### config.mk
export PLATFORM = sky130hd
export DESIGN_NAME = sd_emmc_cmd_responder
export DESIGN_NICKNAME = d
export VERILOG_FILES = /design/src/rtl/sd_emmc_cmd_responder_pkg.sv /design/src/rtl/sd_emmc_cmd_responder_crc7.sv /design/src/rtl/sd_emmc_cmd_responder.sv
export SDC_FILE = /design/constraint.sdc
export NUM_CORES = 1
export LEC_CHECK = 0
export ABC_CLOCK_PERIOD_IN_PS = 18400
export CAP_MARGIN = 20
export CORE_MARGIN = 2
export CORE_UTILIZATION = 40
export CTS_CLUSTER_DIAMETER = 30
export DETAILED_ROUTE_END_ITERATION = 8
export PLACE_DENSITY = 0.62
export SETUP_SLACK_MARGIN = 0.4
export SLEW_MARGIN = 20
export SYNTH_ARGS = -nofsm -noshare
export SYNTH_HDL_FRONTEND = slang
export SYNTH_SLANG_ARGS = --single-unit
export TNS_END_PERCENT = 50
### constraint.sdc
create_clock -name sd_clk -period 18.4 [get_ports sd_clk]
set_input_delay 2.76 -clock sd_clk [delete_from_list [all_inputs] [get_ports sd_clk]]
set_output_delay 2.76 -clock sd_clk [all_outputs]
set_load 0.005 [all_outputs]
### src/rtl/sd_emmc_cmd_responder_pkg.sv
// Shared constants for the card-side CMD line responder: response codes, frame lengths,
// FSM encodings and the CRC7 single-bit update.
package sd_emmc_cmd_responder_pkg;

  // Response codes follow the host setting {long, expect}; 2'b10 carries no frame
  localparam logic [1:0] RESP_NONE  = 2'b00;
  localparam logic [1:0] RESP_SHORT = 2'b01;
  localparam logic [1:0] RESP_LONG  = 2'b11;

  localparam int CMD_FRAME_LEN = 48;
  localparam int RESP_LONG_LEN = 136;

  // x^7 + x^3 + 1 with the x^7 term implied
  localparam logic [6:0] CRC7_POLY = 7'h09;

  typedef logic [2:0] state_t;

  localparam state_t ST_IDLE  = 3'd0;
  localparam state_t ST_RX    = 3'd1;
  localparam state_t ST_CHECK = 3'd2;
  localparam state_t ST_WAIT  = 3'd3;
  localparam state_t ST_TX    = 3'd4;
  localparam state_t ST_BUSY  = 3'd5;

  function automatic logic [6:0] crc7_step(input logic [6:0] crc, input logic bit_in);
    logic fb;
    fb = bit_in ^ crc[6];
    return {crc[5:0], 1'b0} ^ (fb ? CRC7_POLY : 7'h00);
  endfunction

endpackage

### src/rtl/sd_emmc_cmd_responder_crc7.sv
// Serial CRC7 accumulator shared by the receive and transmit paths.
// clear_i restarts from zero; when en_i is also set the first bit is folded in the same cycle.
module sd_emmc_cmd_responder_crc7
  import sd_emmc_cmd_responder_pkg::*;
(
  input  logic       sd_clk,
  input  logic       rst,
  input  logic       clear_i,
  input  logic       en_i,
  input  logic       bit_i,
  output logic [6:0] crc_o
);

  logic [6:0] crc_q;
  logic [6:0] crc_d;
  logic [6:0] crc_base;

  // Next CRC value: optional clear, then optional one-bit update
  always_comb begin
    crc_base = clear_i ? 7'h00 : crc_q;
    if (en_i) begin
      crc_d = crc7_step(crc_base, bit_i);
    end else begin
      crc_d = crc_base;
    end
  end

  // CRC state register
  always_ff @(posedge sd_clk or posedge rst) begin
    if (rst) begin
      crc_q <= 7'h00;
    end else begin
      crc_q <= crc_d;
    end
  end

  assign crc_o = crc_q;

endmodule

### src/rtl/sd_emmc_cmd_responder.sv
// Card-side CMD line endpoint: receives and checks 48-bit host commands, hands them to the
// card model, and serialises the short/long response, optionally followed by DAT0 busy.
module sd_emmc_cmd_responder
  import sd_emmc_cmd_responder_pkg::*;
#(
  parameter int NCR_CYCLES    = 2,
  parameter int RESP_WAIT_MAX = 64
)
(
  input  logic         sd_clk,
  input  logic         rst,
  input  logic         cmd_i,
  output logic         cmd_o,
  output logic         cmd_oe,
  output logic         dat0_o,
  output logic         dat0_oe,
  output logic         cmd_valid_o,
  output logic [5:0]   cmd_index_o,
  output logic [31:0]  cmd_arg_o,
  output logic         cmd_err_o,
  output logic         resp_ready_o,
  input  logic         resp_valid_i,
  input  logic [1:0]   resp_type_i,
  input  logic         resp_busy_i,
  input  logic [119:0] resp_i,
  input  logic         busy_i,
  output logic         resp_miss_o
);

  // The TX decision is registered, so the start bit lands one cycle after it
  localparam logic [6:0] NCR_GO     = 7'(NCR_CYCLES - 2);
  localparam logic [6:0] WAIT_LAST  = 7'(RESP_WAIT_MAX - 1);
  localparam logic [7:0] RX_LAST    = 8'(CMD_FRAME_LEN - 1);
  localparam logic [7:0] SHORT_LAST = 8'(CMD_FRAME_LEN - 1);
  localparam logic [7:0] LONG_LAST  = 8'(RESP_LONG_LEN - 1);
  localparam logic [7:0] SHORT_CRC  = 8'(CMD_FRAME_LEN - 8);
  localparam logic [7:0] LONG_CRC   = 8'(RESP_LONG_LEN - 8);

  state_t         state_q, state_d;
  logic [7:0]     bit_cnt_q, bit_cnt_d;
  logic [47:0]    rx_sr_q, rx_sr_d;
  logic [5:0]     idx_q, idx_d;
  logic [31:0]    arg_q, arg_d;
  logic           valid_q, valid_d;
  logic           err_q, err_d;
  logic           miss_q, miss_d;
  logic           ready_q, ready_d;
  logic [6:0]     ncr_q, ncr_d;
  logic [6:0]     wait_cnt_q, wait_cnt_d;
  logic           have_q, have_d;
  logic           long_q, long_d;
  logic           busy_flag_q, busy_flag_d;
  logic [135:0]   tx_sr_q, tx_sr_d;
  logic [7:0]     tx_cnt_q, tx_cnt_d;
  logic           cmd_o_q, cmd_o_d;
  logic           cmd_oe_q, cmd_oe_d;
  logic           dat0_o_q, dat0_o_d;
  logic           dat0_oe_q, dat0_oe_d;

  logic           crc_clr;
  logic           crc_en;
  logic           crc_bit;
  logic [6:0]     crc_val;
  logic           accept;
  logic           resp_has_frame;
  logic           frame_ok;
  logic [7:0]     tx_next;
  logic [7:0]     tx_last;
  logic [7:0]     tx_crc_pos;
  logic [7:0]     tx_hdr;

  sd_emmc_cmd_responder_crc7 u_crc7 (
    .sd_clk  (sd_clk),
    .rst     (rst),
    .clear_i (crc_clr),
    .en_i    (crc_en),
    .bit_i   (crc_bit),
    .crc_o   (crc_val)
  );

  assign accept     = ready_q & resp_valid_i;
  assign frame_ok   = ~rx_sr_q[47] & rx_sr_q[46] & rx_sr_q[0] & (rx_sr_q[7:1] == crc_val);
  assign tx_next    = tx_cnt_q + 8'd1;
  assign tx_last    = long_q ? LONG_LAST : SHORT_LAST;
  assign tx_crc_pos = long_q ? LONG_CRC : SHORT_CRC;
  assign tx_hdr     = long_q ? 8'd8 : 8'd0;

  // Decode whether the offered response type carries a CMD frame
  always_comb begin
    case (resp_type_i)
      RESP_SHORT: resp_has_frame = 1'b1;
      RESP_LONG:  resp_has_frame = 1'b1;
      RESP_NONE:  resp_has_frame = 1'b0;
      default:    resp_has_frame = 1'b0;
    endcase
  end

  // Protocol FSM and datapath next-state
  always_comb begin
    state_d     = state_q;
    bit_cnt_d   = bit_cnt_q;
    rx_sr_d     = rx_sr_q;
    idx_d       = idx_q;
    arg_d       = arg_q;
    valid_d     = 1'b0;
    err_d       = 1'b0;
    miss_d      = 1'b0;
    ncr_d       = ncr_q;
    wait_cnt_d  = wait_cnt_q;
    have_d      = have_q;
    long_d      = long_q;
    busy_flag_d = busy_flag_q;
    tx_sr_d     = tx_sr_q;
    tx_cnt_d    = tx_cnt_q;
    cmd_o_d     = cmd_o_q;
    cmd_oe_d    = cmd_oe_q;
    crc_clr     = 1'b0;
    crc_en      = 1'b0;
    crc_bit     = cmd_i;

    case (state_q)
      ST_IDLE: begin
        if (!cmd_i) begin
          state_d   = ST_RX;
          bit_cnt_d = 8'd1;
          rx_sr_d   = {rx_sr_q[46:0], cmd_i};
          crc_clr   = 1'b1;
          crc_en    = 1'b1;
        end else begin
          state_d = ST_IDLE;
        end
      end

      ST_RX: begin
        rx_sr_d   = {rx_sr_q[46:0], cmd_i};
        crc_en    = (bit_cnt_q < SHORT_CRC);
        bit_cnt_d = bit_cnt_q + 8'd1;
        if (bit_cnt_q == RX_LAST) begin
          state_d = ST_CHECK;
        end else begin
          state_d = ST_RX;
        end
      end

      ST_CHECK: begin
        if (frame_ok) begin
          valid_d    = 1'b1;
          idx_d      = rx_sr_q[45:40];
          arg_d      = rx_sr_q[39:8];
          ncr_d      = 7'd0;
          wait_cnt_d = 7'd0;
          have_d     = 1'b0;
          state_d    = ST_WAIT;
        end else begin
          err_d   = 1'b1;
          state_d = ST_IDLE;
        end
      end

      ST_WAIT: begin
        if (accept && !resp_has_frame) begin
          state_d = ST_IDLE;
        end else begin
          if (accept) begin
            have_d      = 1'b1;
            long_d      = (resp_type_i == RESP_LONG);
            busy_flag_d = resp_busy_i;
            tx_sr_d     = (resp_type_i == RESP_LONG) ? {1'b0, 6'h3F, resp_i, 9'd0}
                                                     : {1'b0, idx_q, resp_i[119:88], 97'd0};
          end else begin
            have_d = have_q;
          end
          // Start bit is driven straight from this decision; it is also the first CRC bit of a short frame
          if (have_d && (ncr_q >= NCR_GO)) begin
            state_d  = ST_TX;
            cmd_o_d  = 1'b0;
            cmd_oe_d = 1'b1;
            tx_cnt_d = 8'd0;
            crc_clr  = 1'b1;
            crc_en   = ~long_d;
            crc_bit  = 1'b0;
          end else if (!have_d && (wait_cnt_q == WAIT_LAST)) begin
            miss_d  = 1'b1;
            state_d = ST_IDLE;
          end else begin
            state_d    = ST_WAIT;
            ncr_d      = (ncr_q == 7'h7F) ? ncr_q : ncr_q + 7'd1;
            wait_cnt_d = (wait_cnt_q == 7'h7F) ? wait_cnt_q : wait_cnt_q + 7'd1;
          end
        end
      end

      ST_TX: begin
        if (tx_cnt_q == tx_last) begin
          cmd_oe_d = 1'b0;
          cmd_o_d  = 1'b1;
          state_d  = busy_flag_q ? ST_BUSY : ST_IDLE;
        end else begin
          tx_cnt_d = tx_next;
          state_d  = ST_TX;
          // CRC is final once the last payload bit is on the line; park it and the end bit in the shifter
          if (tx_next == tx_crc_pos) begin
            cmd_o_d = crc_val[6];
            tx_sr_d = {crc_val[5:0], 1'b1, 129'd0};
          end else begin
            cmd_o_d = tx_sr_q[135];
            tx_sr_d = {tx_sr_q[134:0], 1'b0};
            crc_en  = (tx_next >= tx_hdr) && (tx_next < tx_crc_pos);
            crc_bit = tx_sr_q[135];
          end
        end
      end

      ST_BUSY: begin
        if (!busy_i) begin
          state_d = ST_IDLE;
        end else begin
          state_d = ST_BUSY;
        end
      end

      default: begin
        state_d  = ST_IDLE;
        cmd_oe_d = 1'b0;
        cmd_o_d  = 1'b1;
      end
    endcase

    dat0_oe_d = (state_d == ST_BUSY);
    dat0_o_d  = ~dat0_oe_d;
    ready_d   = (state_d == ST_WAIT) && !have_d;
  end

  // State, datapath and registered outputs
  always_ff @(posedge sd_clk or posedge rst) begin
    if (rst) begin
      state_q     <= ST_IDLE;
      bit_cnt_q   <= 8'd0;
      rx_sr_q     <= 48'd0;
      idx_q       <= 6'd0;
      arg_q       <= 32'd0;
      valid_q     <= 1'b0;
      err_q       <= 1'b0;
      miss_q      <= 1'b0;
      ready_q     <= 1'b0;
      ncr_q       <= 7'd0;
      wait_cnt_q  <= 7'd0;
      have_q      <= 1'b0;
      long_q      <= 1'b0;
      busy_flag_q <= 1'b0;
      tx_sr_q     <= 136'd0;
      tx_cnt_q    <= 8'd0;
      cmd_o_q     <= 1'b1;
      cmd_oe_q    <= 1'b0;
      dat0_o_q    <= 1'b1;
      dat0_oe_q   <= 1'b0;
    end else begin
      state_q     <= state_d;
      bit_cnt_q   <= bit_cnt_d;
      rx_sr_q     <= rx_sr_d;
      idx_q       <= idx_d;
      arg_q       <= arg_d;
      valid_q     <= valid_d;
      err_q       <= err_d;
      miss_q      <= miss_d;
      ready_q     <= ready_d;
      ncr_q       <= ncr_d;
      wait_cnt_q  <= wait_cnt_d;
      have_q      <= have_d;
      long_q      <= long_d;
      busy_flag_q <= busy_flag_d;
      tx_sr_q     <= tx_sr_d;
      tx_cnt_q    <= tx_cnt_d;
      cmd_o_q     <= cmd_o_d;
      cmd_oe_q    <= cmd_oe_d;
      dat0_o_q    <= dat0_o_d;
      dat0_oe_q   <= dat0_oe_d;
    end
  end

  assign cmd_o        = cmd_o_q;
  assign cmd_oe       = cmd_oe_q;
  assign dat0_o       = dat0_o_q;
  assign dat0_oe      = dat0_oe_q;
  assign cmd_valid_o  = valid_q;
  assign cmd_index_o  = idx_q;
  assign cmd_arg_o    = arg_q;
  assign cmd_err_o    = err_q;
  assign resp_ready_o = ready_q;
  assign resp_miss_o  = miss_q;

endmodule

# After elaboration in Yosys (flattened, before gate mapping)
# Cells that the tools add are included.
# W data, S select, Z words.
[totals] register_bits=273 latch_bits=0 ramBits=0 romBits=0 inputBits=128 output_inout_bits=46 word_cells=173 n_memories=0
[op_classes] addsub=4 mul=0 div=0 magnitude_cmp=4 n_eq_ne=27 shift=0 mux=82 n_bitwise=11 n_reduce_logical=24
[op_table] op="$mux W136" n=4
[op_table] op="$pmux W136 S2" n=1
[op_table] op="$mux W135" n=1
[op_table] op="$pmux W48 S2" n=1
[op_table] op="$mux W7" n=11
[op_table] op="$mux W48" n=1
[op_table] op="$mux W8" n=6
[op_table] op="$mux W1" n=36
[op_table] op="$pmux W8 S2" n=2
[op_table] op="$pmux W7 S2" n=2
[op_table] op="$ne A2 B2 Y1 const B" n=11
[op_table] op="$pmux W3 S6" n=1
[op_table] op="$add A8 B1 Y8 const B" n=2
[op_table] op="$eq A8 B8 Y1" n=2
[op_table] op="$mux W3" n=5
[op_table] op="$add A7 B1 Y7 const B" n=2
[op_table] op="$eq A7 B7 Y1 const B" n=2
[op_table] op="$reduce_and A4 Y1" n=3
[op_table] op="$reduce_and A6 Y1" n=2
[op_table] op="$eq A3 B2 Y1 const B" n=3
[op_table] op="$eq A3 B3 Y1 const B" n=3
[op_table] op="$eq A8 B6 Y1 const B" n=1
[op_table] op="$ge A8 B4 Y1" n=1
[op_table] op="$lt A8 B6 Y1 const B" n=1
[op_table] op="24 further kinds" n=48

# Longest topological paths before layout
# Gate-level depths: netlist of run 1.
[logic_depth] ltp_word=16 ltp_mapped=15 ltp_nobuf=12

# By module
# A second synthesis of run 1 with hierarchy kept.
[unflattened] cells_unflattened=1115 hier_area_um2=11597.4
[modules_own_cells] module="sd_emmc_cmd_responder" n_inst=1 cells_per_inst=1083 area_each_um2=11268.3 seq_area_each_um2=6258.5
[modules_own_cells] module="sd_emmc_cmd_responder_crc7" n_inst=1 cells_per_inst=32 area_each_um2=329.1 seq_area_each_um2=175.2

# Worst setup path before layout of run 1
# No wires, ideal clock.
[synth_timing] kind="input to register" from="in resp_type_i[1]" to="reg tx_sr_q[19]" setup_ps=77 arrival_time_ps=4219 required_time_ps=18323 slack_ps=14104 path_stages=8 cell_sequence="and2_1 -> clkbuf_1 -> and2_1 -> clkbuf_1 -> clkbuf_1 -> clkbuf_1 -> a22oi_1 -> o21ai_1"
[synth_between] elab_chain_len=7 word_cells_on_any_way=12
[synth_lines] element="start: declaration" line="sd_emmc_cmd_responder.sv:23" rtl="input logic [1:0] resp_type_i,"
[synth_lines] element="$eq A2 B2 Y1 or $eq A2 B1 Y1 (tied branches)" line="sd_emmc_cmd_responder.sv:90, sd_emmc_cmd_responder.sv:168"
[synth_lines] element="$reduce_or A2 Y1 (no line)"
[synth_lines] element="$mux W1" line="sd_emmc_cmd_responder.sv:90" rtl="case (resp_type_i)"
[synth_lines] element="$logic_not A1 Y1" line="sd_emmc_cmd_responder.sv:161" rtl="if (accept && !resp_has_frame) begin"
[synth_lines] element="$logic_and A1 B1 Y1" line="sd_emmc_cmd_responder.sv:161"
[synth_lines] element="$ne A2 B2 Y1 (no line)"
[synth_lines] element="$reduce_and A4 Y1 (no line)"
[synth_lines] element="end signal: assignment" line="sd_emmc_cmd_responder.sv:272" rtl="tx_sr_q <= tx_sr_d;"
[synth_lines] element="end: declaration" line="sd_emmc_cmd_responder.sv:53" rtl="logic [135:0] tx_sr_q, tx_sr_d;"
# Parallel ways exist; a longest one is shown, timed or not. The select of a mux whose other input is x is not followed.
# A chain may end at the register's enable or synchronous reset.

==> impl_results.md, run 1 <==
- CTS Hold Bufs: 0
- Final wirelength: 27.6 mm
- Post-route antenna net violation count: 0
- Post-CTS Resized: 0
- Clock latency on the worst-skew pair: 0.55 ns
- Clock Skew: 0.0204 ns
- Post-synth EDFFs: 0
- Async SR Flop Fraction: 100%
- All-Layer GR Usage: 18.7%
- Final Critical Period: 4.81 ns
- CP Capture Type: async pin
- Storage cell area: 6430 µm²
- R2R Setup Slk: 14.63 ns
- Die height: between 150 and 200 µm
- Vias: 8,940
- TritonCTS Buffers: 66
- Hold Crit Endpoint: cmd_arg_o[2]
- Drt wl/cell: 15.7 µm
- Cells after Synth: 1,158
- CTS sink cnt: 257
- Root buf cell: clkbuf_16
- Reg-to-reg endpoint: u_crc7.crc_o[4]
- Setup violations, final: 0
- Initial DRC count: 638
- Arrival @ worst endpoint: 5.38 ns
- Setup tns final: 0 ns
- First-pass GRT wire length: about 47 mm
- Synth warn: 0
- # DRC: 0
- Main synth FF type: dfrtp_1
- RR Startpoint: tx_cnt_q[2]
- Vias in the first global route: about 9k
- Initial antenna violation count: 0
- Sequential area share after synthesis: 56.1%
- Area of the multi-input gates: between 4000 and 5000 µm²
- PwrDens: between 100 and 150 nW/µm²
- Initial Utilization: 40.3%
- Post-CTS Setup Inserts: 0
- Worst slew pin tran: just over 1 ns
- Top routing layer used: met4
- Max Fclk: around 0.21 GHz
- Slew headroom: 33.0%
- Core footprint: 28,500 µm²
- Filler cells: 2,552
- Tot Pwr: 2.23 mW
- # port buffers: 173
- Hold Crit Start: cmd_arg_o[2]
- Status: complete, no violations
- Reg clk slew, reported paths: 0.04 ns
- Die area: 30,100 µm²
- WS Path Type: in2async
- GP Congestion: 0.765
- Final Hold Vio Count: 0
- Final slew viol count: 0
- Tcrit/Tclk final: 26.1%
- RSZ-0062 raised after global routing: no
- Clock Tree Buf Depth: 3
- Syn Nets: between 1k and 1.5k
- H-tree depth: 3
- Layout area overhead: 36.6%
- Area of the mapped netlist: about 11,000 µm²
- Hold Path Depth: 2
- Crit path launch type: primary input
- Vias per cell: 5.08
- Met3 Wirelength: 1.66 mm
- R2R cell count: 13
- IO Count: 174
- Hpwl dp: 16.3 mm
- Met2 wire length: 12.1 mm
- Hold Path Class: reg2reg
- Grt ovf: 0
- N_diodes: 0
- Max VDD drop: ~90 µV
- Synth Register Bits: 257
- Worst-path fanout max: a little over 100
- Count of different cell masters after synthesis: 55
- LEAKAGE: 6.94 nW
- Largest net degree at the start of global routing: 137
- Max-Cap Viols: 0
- Fin nets: 1,459
- Die width: 173 µm
- Iteration count of the initial detailed-routing pass: 5
- Wire length on met1: between 10 and 15 mm
- Critical path required time: 18.98 ns
- Share of cells above drive strength 1: 12.9%
- Row cnt: a little over 60
- Synth Area per Inst: 9.91 µm²
- TritonCTS clock tree: done
-- sequential cells by signal (all words and copies together) (netlist names), 3 cells and up --
signal and flops:
tx_cnt_q 8, bit_cnt_q 8, cmd_arg_o 32, tx_sr_q 127
wait_cnt_q 7, u_crc7.crc_o 7, state_q 3, cmd_index_o 6
rx_sr_q 48
-- Yosys cell counts (all sizes together) (8+ instances only) --
cell type | instances | area, µm²
a21oi | 40 | 200
dfrtp | 255 | 6380
nand2 | 275 | 1030
buf | 27 | 163
and3 | 39 | 244
xor2 | 15 | 131
nand4 | 8 | 50.1
mux2i | 11 | 110
a31oi | 8 | 50.1
o21ai | 155 | 776
mux2 | 49 | 552
nand3 | 15 | 75.1
a22oi | 89 | 668
clkbuf | 61 | 229
o31ai | 9 | 72.6
nor2 | 34 | 133
-- power breakdown --
group	internal [mW]	total (mW)	switching, mW	leakage, nW
Clock	0.749	1.10	0.355	1.07
Combinational	0.173	0.332	0.158	2.49
Sequential	0.693	0.797	0.104	3.39
Total	1.62	2.23	0.617	6.94
-- cells in the final DEF, fill, tap and decap left out, drive strengths merged, types with 4 or more instances in the layout --
master	instances
a21oi	40
a22oi	89
a31oi	8
and2	6
and3	39
buf	13
clkbuf	92
clkdlybuf4s50	173
clkinv	13
clkinvlp	4
dfrtp	255
ha	7
inv	13
mux2	49
mux2i	11
nand2	275
nand3	15
nand4	8
nor2	34
nor3	6
o21ai	155
o31ai	9
xnor2	4
xor2	15
-- per-layer routing --
layer / track usage (%) / vias to the layer above
li1: - / 4413
met1: 26.4 / 4268
met2: 27.9 / 208
met3: 5.04 / 51
met4: 6.39 / 0
met5: 0 / -
-- per-stage QoR --
step	instance area, µm²	worst slack, ns	instances	utilization (%)	hold WS (ns)
detailed placement	13400	12.25	1638	47.1	0.457
global route	15700	13.13	1759	55.0	0.487
finish	15700	13.59	1759	55.0	0.460
global placement	13400	12.34	1638	47.1	0.452
CTS	15600	12.83	1757	54.8	0.467
floorplan	11500	8.57	1158	-	0.439
-- final cells by class --
class | count | area share [%]
clock inverter | 27 | 1.91
sequential | 257 | 41.1
timing repair buffer | 186 | 12.0
clock buffer | 92 | 12.1
tap | 384 | 3.07
inverter | 5 | 0.168
multi-input combinational | 808 | 29.8
-- worst max-delay path: stages --
cell             delay, ns
clkdlybuf4s50_1       0.49
inv_8                 0.50
buf_4                 0.84
buf_6                 0.68
-- cell families (layout without fill, tap and decap cells) --
kind of cell               Yosys count  after routing  share of synthesized area, %
and+or+nand+nor                    404            404                          15.4
AOI/OAI and AO/OA                  318            318                          17.0
DFF                                257            257                          56.1
buffers and inverters               93            310                          3.58
muxes                               60             60                          5.77
xor gates and xnor gates            19             19                          1.45
adders and majority gates            7              7                         0.763
-- worst max-delay path by stage --
stage                     depth (start not counted)          from  slack [ns]      endpoint
after CTS                                         7  resp_valid_i       12.83   tx_sr_q[83]
after detailed placement                          7  resp_valid_i       12.25   tx_sr_q[83]
after global routing                              4           rst       13.13   tx_cnt_q[5]
after global placement                            7  resp_valid_i       12.34   tx_sr_q[84]
final                                             4           rst       13.59  tx_sr_q[114]
after floorplan                                   1           rst        8.57  bit_cnt_q[0]
Power figures use the tool's default switching activity.
==> run 2: changes to the inputs <==
--- a/config.mk
+++ b/config.mk
@@ -5,7 +5,7 @@
 export SDC_FILE = /design/constraint.sdc
 export NUM_CORES = 1
 export LEC_CHECK = 0
-export ABC_CLOCK_PERIOD_IN_PS = 18400
+export ABC_CLOCK_PERIOD_IN_PS = 4500
 export CAP_MARGIN = 20
 export CORE_MARGIN = 2
 export CORE_UTILIZATION = 40
==> constraint.sdc (replaced) <==
create_clock -name sd_clk -period 4.5 [get_ports sd_clk]
set_input_delay 0.675 -clock sd_clk [delete_from_list [all_inputs] [get_ports sd_clk]]
set_output_delay 0.675 -clock sd_clk [all_outputs]
set_load 0.005 [all_outputs]
==> impl_results.md, run 2 (synthesis results as in run 1) <==
- Vias in the first global route: between 9k and 10k
- All-Layer GR Usage: 18.5%
- Area of the multi-input gates: 4660 µm²
- Die height: 173 µm
- First-pass GRT wire length: around 47 mm
- Critical path required time: between 4 and 5 ns
- Hold Path Class: reg2reg
- Max VDD drop: 341 µV
- TritonCTS clock tree: done
- Largest delay contributor family on the critical path: simple AND/OR/NAND/NOR gates
- Crit path launch type: register
- Storage cell area: 6430 µm²
- Critical path buffer and inverter count: 1
- Tot Pwr: 9.78 mW
- RSZ-0062 raised after global routing: no
- Slew headroom: 34.7%
- Row cnt: 62
- Worst-path fanout max: 87
- Layout area overhead: 39.0%
- Clock Tree Buf Depth: 3
- Filler cells: 2,510
- Post-CTS Resized: 0
- Core footprint: between 20,000 and 30,000 µm²
- GRT met1 Usage: 27.0%
- Reg clk slew, reported paths: 0.05 ns
- Initial DRC count: 683
- Root buf cell: clkbuf_16
- Grt ovf: 0
- Final Core Density: a little under three fifths
- Worst slew pin tran: 0.979 ns
- Met2 GRT Util: 27.8%
- CP max stage delay: between 0.6 and 0.7 ns
- Setup tns final: 0 ns
- Drt wl/cell: 15.8 µm
- Initial Utilization: 40.3%
- Post-route antenna net violation count: 0
- CTS sink cnt: 257
- CTS Hold Bufs: 0
- CP Cell Sequence: and3_1, nand3_1, nor2_1, xor2_1, ha_1, nand4_1, nor3_1, o31ai_4, and2_2, buf_4, a22oi_1, o21ai_1
- PwrDens: 613 nW/µm²
- Iteration count of the initial detailed-routing pass: 5
- Max Fclk: 0.284 GHz
- Global routing usage on met3: 4.56%
- Max-Cap Viols: 0
- Die area: 30,100 µm²
- Busiest grt layer: met2
- Fin Hold WS: 0.463 ns
- Most frequent cells in the layout: nand2_1, dfrtp_1, clkdlybuf4s50_1
- Final Hold Vio Count: 0
- Register name with the most flops: tx_sr_q
- GP Congestion: 0.855
- Die width: around 170 µm
- H-tree depth: 2
- Vias: 9,028
- WS Path Type: reg2reg
- Commonest non-fill, non-tap cell in the layout: nand2_1
- Initial antenna violation count: 0
- Max reg flops: ~130
- CP Capture Type: register
- # port buffers: 173
- Setup WS pre-CTS: 1.04 ns
- Arrival @ worst endpoint: approximately 4 ns
- Clock Skew: between 0.02 and 0.03 ns
- Vias per cell: 5.14
- Final Critical Period: 3.52 ns
- Setup violations, final: 0
- TritonCTS Buffers: 61
- Fin nets: 1,456
- Final wirelength: 27.7 mm
- IO Count: 174
- Share of cells above drive strength 1: 13.3%
- N_diodes: 0
- Status: complete, no violations
- Clock latency on the worst-skew pair: 0.57 ns
- Post-CTS Setup Inserts: 0
- Tcrit/Tclk final: 78.3%
- Final slew viol count: 0
- LEAKAGE: between 7 and 8 nW
- # DRC: 0
- Largest net degree at the start of global routing: 150
- Hpwl dp: 16.7 mm
- Setup ws final: approximately 0.98 ns
- Slowest cell on crit path: buf_4
run 2: where the power goes:
part	total, mW	internal [mW]	switching, mW	leakage (nW)
logic	1.35	0.713	0.641	2.50
registers	3.27	2.83	0.434	3.39
clock network	5.16	3.76	1.40	1.17
run 2: final timing paths:
check                              from            end  slack, ns  cells after the start
setup / recovery            tx_cnt_q[2]    tx_sr_q[51]       0.98                     12
hold / removal             cmd_arg_o[0]   cmd_arg_o[0]       0.46                      2
setup reg to reg            tx_cnt_q[2]    tx_sr_q[51]       0.98                     12
hold reg to reg            cmd_arg_o[0]   cmd_arg_o[0]       0.46                      2
max in group asynchronous           rst  cmd_arg_o[13]       3.14                      3
min in group asynchronous           rst   tx_sr_q[116]       0.63                      3
run 2: area by class of cell:
class	count	share of cell area, %
Clock buffer	73	10.4
Timing Repair Buffer	188	12.0
Sequential cell	257	40.4
Tap cell	384	3.01
Multi-Input combinational cell	808	29.2
Clock inverter	42	4.92
Inverter	5	0.141
run 2: metal layers:
| layer | share of wire, % | up-vias |
|---|---|---|
| met5 | 0 | - |
| met4 | 1.3 | 0 |
| met3 | 5.9 | 41 |
| met2 | 44 | 225 |
| met1 | 49 | 4348 |
| li1 | - | 4414 |
run 2: metrics by stage:
stage	instances	instance area [µm²]
4_1_cts	1757	15900
3_3_place_gp	1642	13500
6_report	1757	15900
3_5_place_dp	1642	13500
5_1_grt	1757	15900
2_1_floorplan	1158	11500
run 2: worst reg2reg max path: stages, from the launching register on:
cell and delay, ns:
dfrtp_1 0.49, and3_1 0.29, nand3_1 0.17, nor2_1 0.15, xor2_1 0.20, ha_1 0.29
nand4_1 0.10, nor3_1 0.07, o31ai_4 0.21, and2_2 0.31, buf_4 0.67, a22oi_1 0.28
o21ai_1 0.19
==> run 3: changes to the inputs <==
--- a/config.mk
+++ b/config.mk
@@ -5,13 +5,13 @@
 export SDC_FILE = /design/constraint.sdc
 export NUM_CORES = 1
 export LEC_CHECK = 0
-export ABC_CLOCK_PERIOD_IN_PS = 4500
+export ABC_CLOCK_PERIOD_IN_PS = 3000
 export CAP_MARGIN = 20
 export CORE_MARGIN = 2
 export CORE_UTILIZATION = 40
 export CTS_CLUSTER_DIAMETER = 30
 export DETAILED_ROUTE_END_ITERATION = 8
-export PLACE_DENSITY = 0.62
+export PLACE_DENSITY = 0.64
 export SETUP_SLACK_MARGIN = 0.4
 export SLEW_MARGIN = 20
 export SYNTH_ARGS = -nofsm -noshare
==> constraint.sdc (replaced) <==
create_clock -name sd_clk -period 3 [get_ports sd_clk]
set_input_delay 0.45 -clock sd_clk [delete_from_list [all_inputs] [get_ports sd_clk]]
set_output_delay 0.45 -clock sd_clk [all_outputs]
set_load 0.005 [all_outputs]
==> impl_results.md, run 3 (synthesis results as in run 1) <==
- Clock Tree Buf Depth: 3
- CTS sink cnt: roughly 260
- IO Count: between 150 and 200
- # port buffers: 173
- GP Congestion: 0.832
- PwrDens: approximately 880 nW/µm²
- Vias per cell: 5.17
- Grt ovf: 0
- Root buf cell: clkbuf_16
- LEAKAGE: 7.33 nW
- Post-route antenna net violation count: 0
- Die width: 173 µm
- TritonCTS Buffers: 68
- Fin Hold WS: 0.293 ns
- Final slew viol count: 0
- First-pass GRT wire length: 48.2 mm
- TritonCTS clock tree: done
- WS Path Type: reg2reg
- Fin nets: 1,505
- All-Layer GR Usage: 19.3%
- Iteration count of the initial detailed-routing pass: 5
- Area of the multi-input gates: 4740 µm²
- Final Hold Vio Count: 0
- Row cnt: between 60 and 70
- Initial Utilization: 40.3%
- Reg clk slew, reported paths: 0.05 ns
- Final wirelength: 29.6 mm
- Layout area overhead: 43.7%
- Crit path launch type: register
- Arrival @ worst endpoint: 3.02 ns
- Setup tns final: 0 ns
- RR Startpoint: tx_cnt_q[0]
- N_diodes: 0
- Max-Cap Viols: 0
- Drt wl/cell: 16.3 µm
- Hold Path Class: in2async
- # DRC: 0
- Die height: 173 µm
- Slew headroom: between 60% and 70%
- Share of cells above drive strength 1: between 15 and 20%
- Max Fclk: 0.385 GHz
- Vias: 9,341
- Largest net degree at the start of global routing: 88
- Setup violations, final: 0
- Critical path required time: 3.43 ns
- Tcrit/Tclk final: 86.5%
- Clock latency on the worst-skew pair: about 0.56 ns
- Clock Skew: 0.0275 ns
- Storage cell area: 6430 µm²
- RSZ-0062 raised after global routing: yes
- Initial antenna violation count: 1
- Hpwl dp: between 15 and 20 mm
- Core footprint: 28,500 µm²
- CP Capture Type: register
- Initial DRC count: 768
- Max VDD drop: roughly 530 µV
- Most frequent cells in the layout: nand2_1, dfrtp_1, clkdlybuf4s50_1
- Worst slew pin tran: 0.555 ns
- Vias in the first global route: 9,391
- Crit path from: tx_cnt_q[0]
- Register name with the most flops: tx_sr_q
- Status: complete, no violations
- Final Critical Period: 2.60 ns
- Worst-path fanout max: 5
- Filler cells: 2,408
- Die area: 30,100 µm²
- Commonest non-fill, non-tap cell in the layout: nand2_1
- Max reg flops: roughly 130
- H-tree depth: 3
-- run 3: cell types whose count changed in the layout (fill, tap and decap cells not counted), moves of 3 or more --
| cell | delta |
|---|---|
| buf_4 | +25 |
| clkbuf_16 | +9 |
| bufinv_16 | -14 |
| clkbuf_8 | +6 |
| inv_16 | +3 |
| clkbuf_1 | +6 |
| buf_12 | +9 |
-- run 3: timing repair --
action	in CTS	in global routing
buffers inserted	5	4
hold buffers	0	0
setup endpoints to repair	132	135
pin swaps	7	8
resized for setup	11	10
cloned	1	3
-- run 3: worst max-delay path, stage by stage, from the launching register on --
cell and delay (ns):
dfrtp_1 0.39, and3_4 0.20, nand3_4 0.11, nor2_4 0.04, xor2_2 0.15, ha_1 0.31, nand4_1 0.10, nor3_2 0.19
o31ai_4 0.12, and2_4 0.18, a311oi_4 0.24, buf_6 0.18, mux2i_1 0.20, nor2_1 0.06
-- run 3: final cells by class --
| class | count | area share [%] |
|---|---|---|
| Clock buffer | 91 | 11.6 |
| Tap cell | 384 | 2.91 |
| Clock inverter | 33 | 2.86 |
| Timing Repair Buffer | 230 | 14.8 |
| Multi-Input combinational cell | 808 | 28.7 |
| Sequential cell | 257 | 39.0 |
| Inverter | 5 | 0.137 |
-- run 3: final timing paths --
check | cells past startpoint | slack, ns | end
setup reg to reg | 13 | 0.40 | u_crc7.crc_o[2]
max in group asynchronous | 4 | 1.88 | cmd_arg_o[7]
min in group sd_clk | 2 | 0.46 | cmd_arg_o[0]
setup / recovery | 13 | 0.40 | u_crc7.crc_o[2]
hold / removal | 2 | 0.29 | tx_sr_q[117]
hold reg to reg | 2 | 0.46 | cmd_arg_o[0]
-- run 3: report_power, final --
| part | total (mW) | internal (mW) | switching (mW) |
|---|---|---|---|
| Combinational | 2.36 | 1.26 | 1.10 |
| Clock | 7.33 | 5.04 | 2.29 |
| Sequential | 4.87 | 4.25 | 0.619 |
| Total | 14.6 | 10.5 | 4.01 |
-- run 3: through the flow --
step / instances / area [µm²] / worst slack, ns / power, mW / util (%)
2_1_floorplan: 1158 / 11500 / -0.834 / 6.34 / -
3_3_place_gp: 1671 / 13900 / 0.163 / 7.02 / 48.7
3_5_place_dp: 1671 / 13900 / 0.0829 / 7.11 / 48.7
4_1_cts: 1801 / 16300 / 0.346 / 14.6 / 57.4
5_1_grt: 1808 / 16500 / 0.280 / 15.3 / 57.9
6_report: 1808 / 16500 / 0.404 / 14.6 / 57.9
-- run 3: per-layer routing --
| metal | wire length (µm) | part of all wire [%] | up-vias | global-route usage (%) |
|---|---|---|---|---|
| met5 | 13 | 0.044 | - | 0 |
| met4 | 619 | 2.1 | 2 | 6.92 |
| met3 | 1750 | 5.9 | 64 | 5.09 |
| met2 | 13300 | 45 | 261 | 28.9 |
| met1 | 13900 | 47 | 4504 | 27.0 |
| li1 | - | - | 4510 | - |
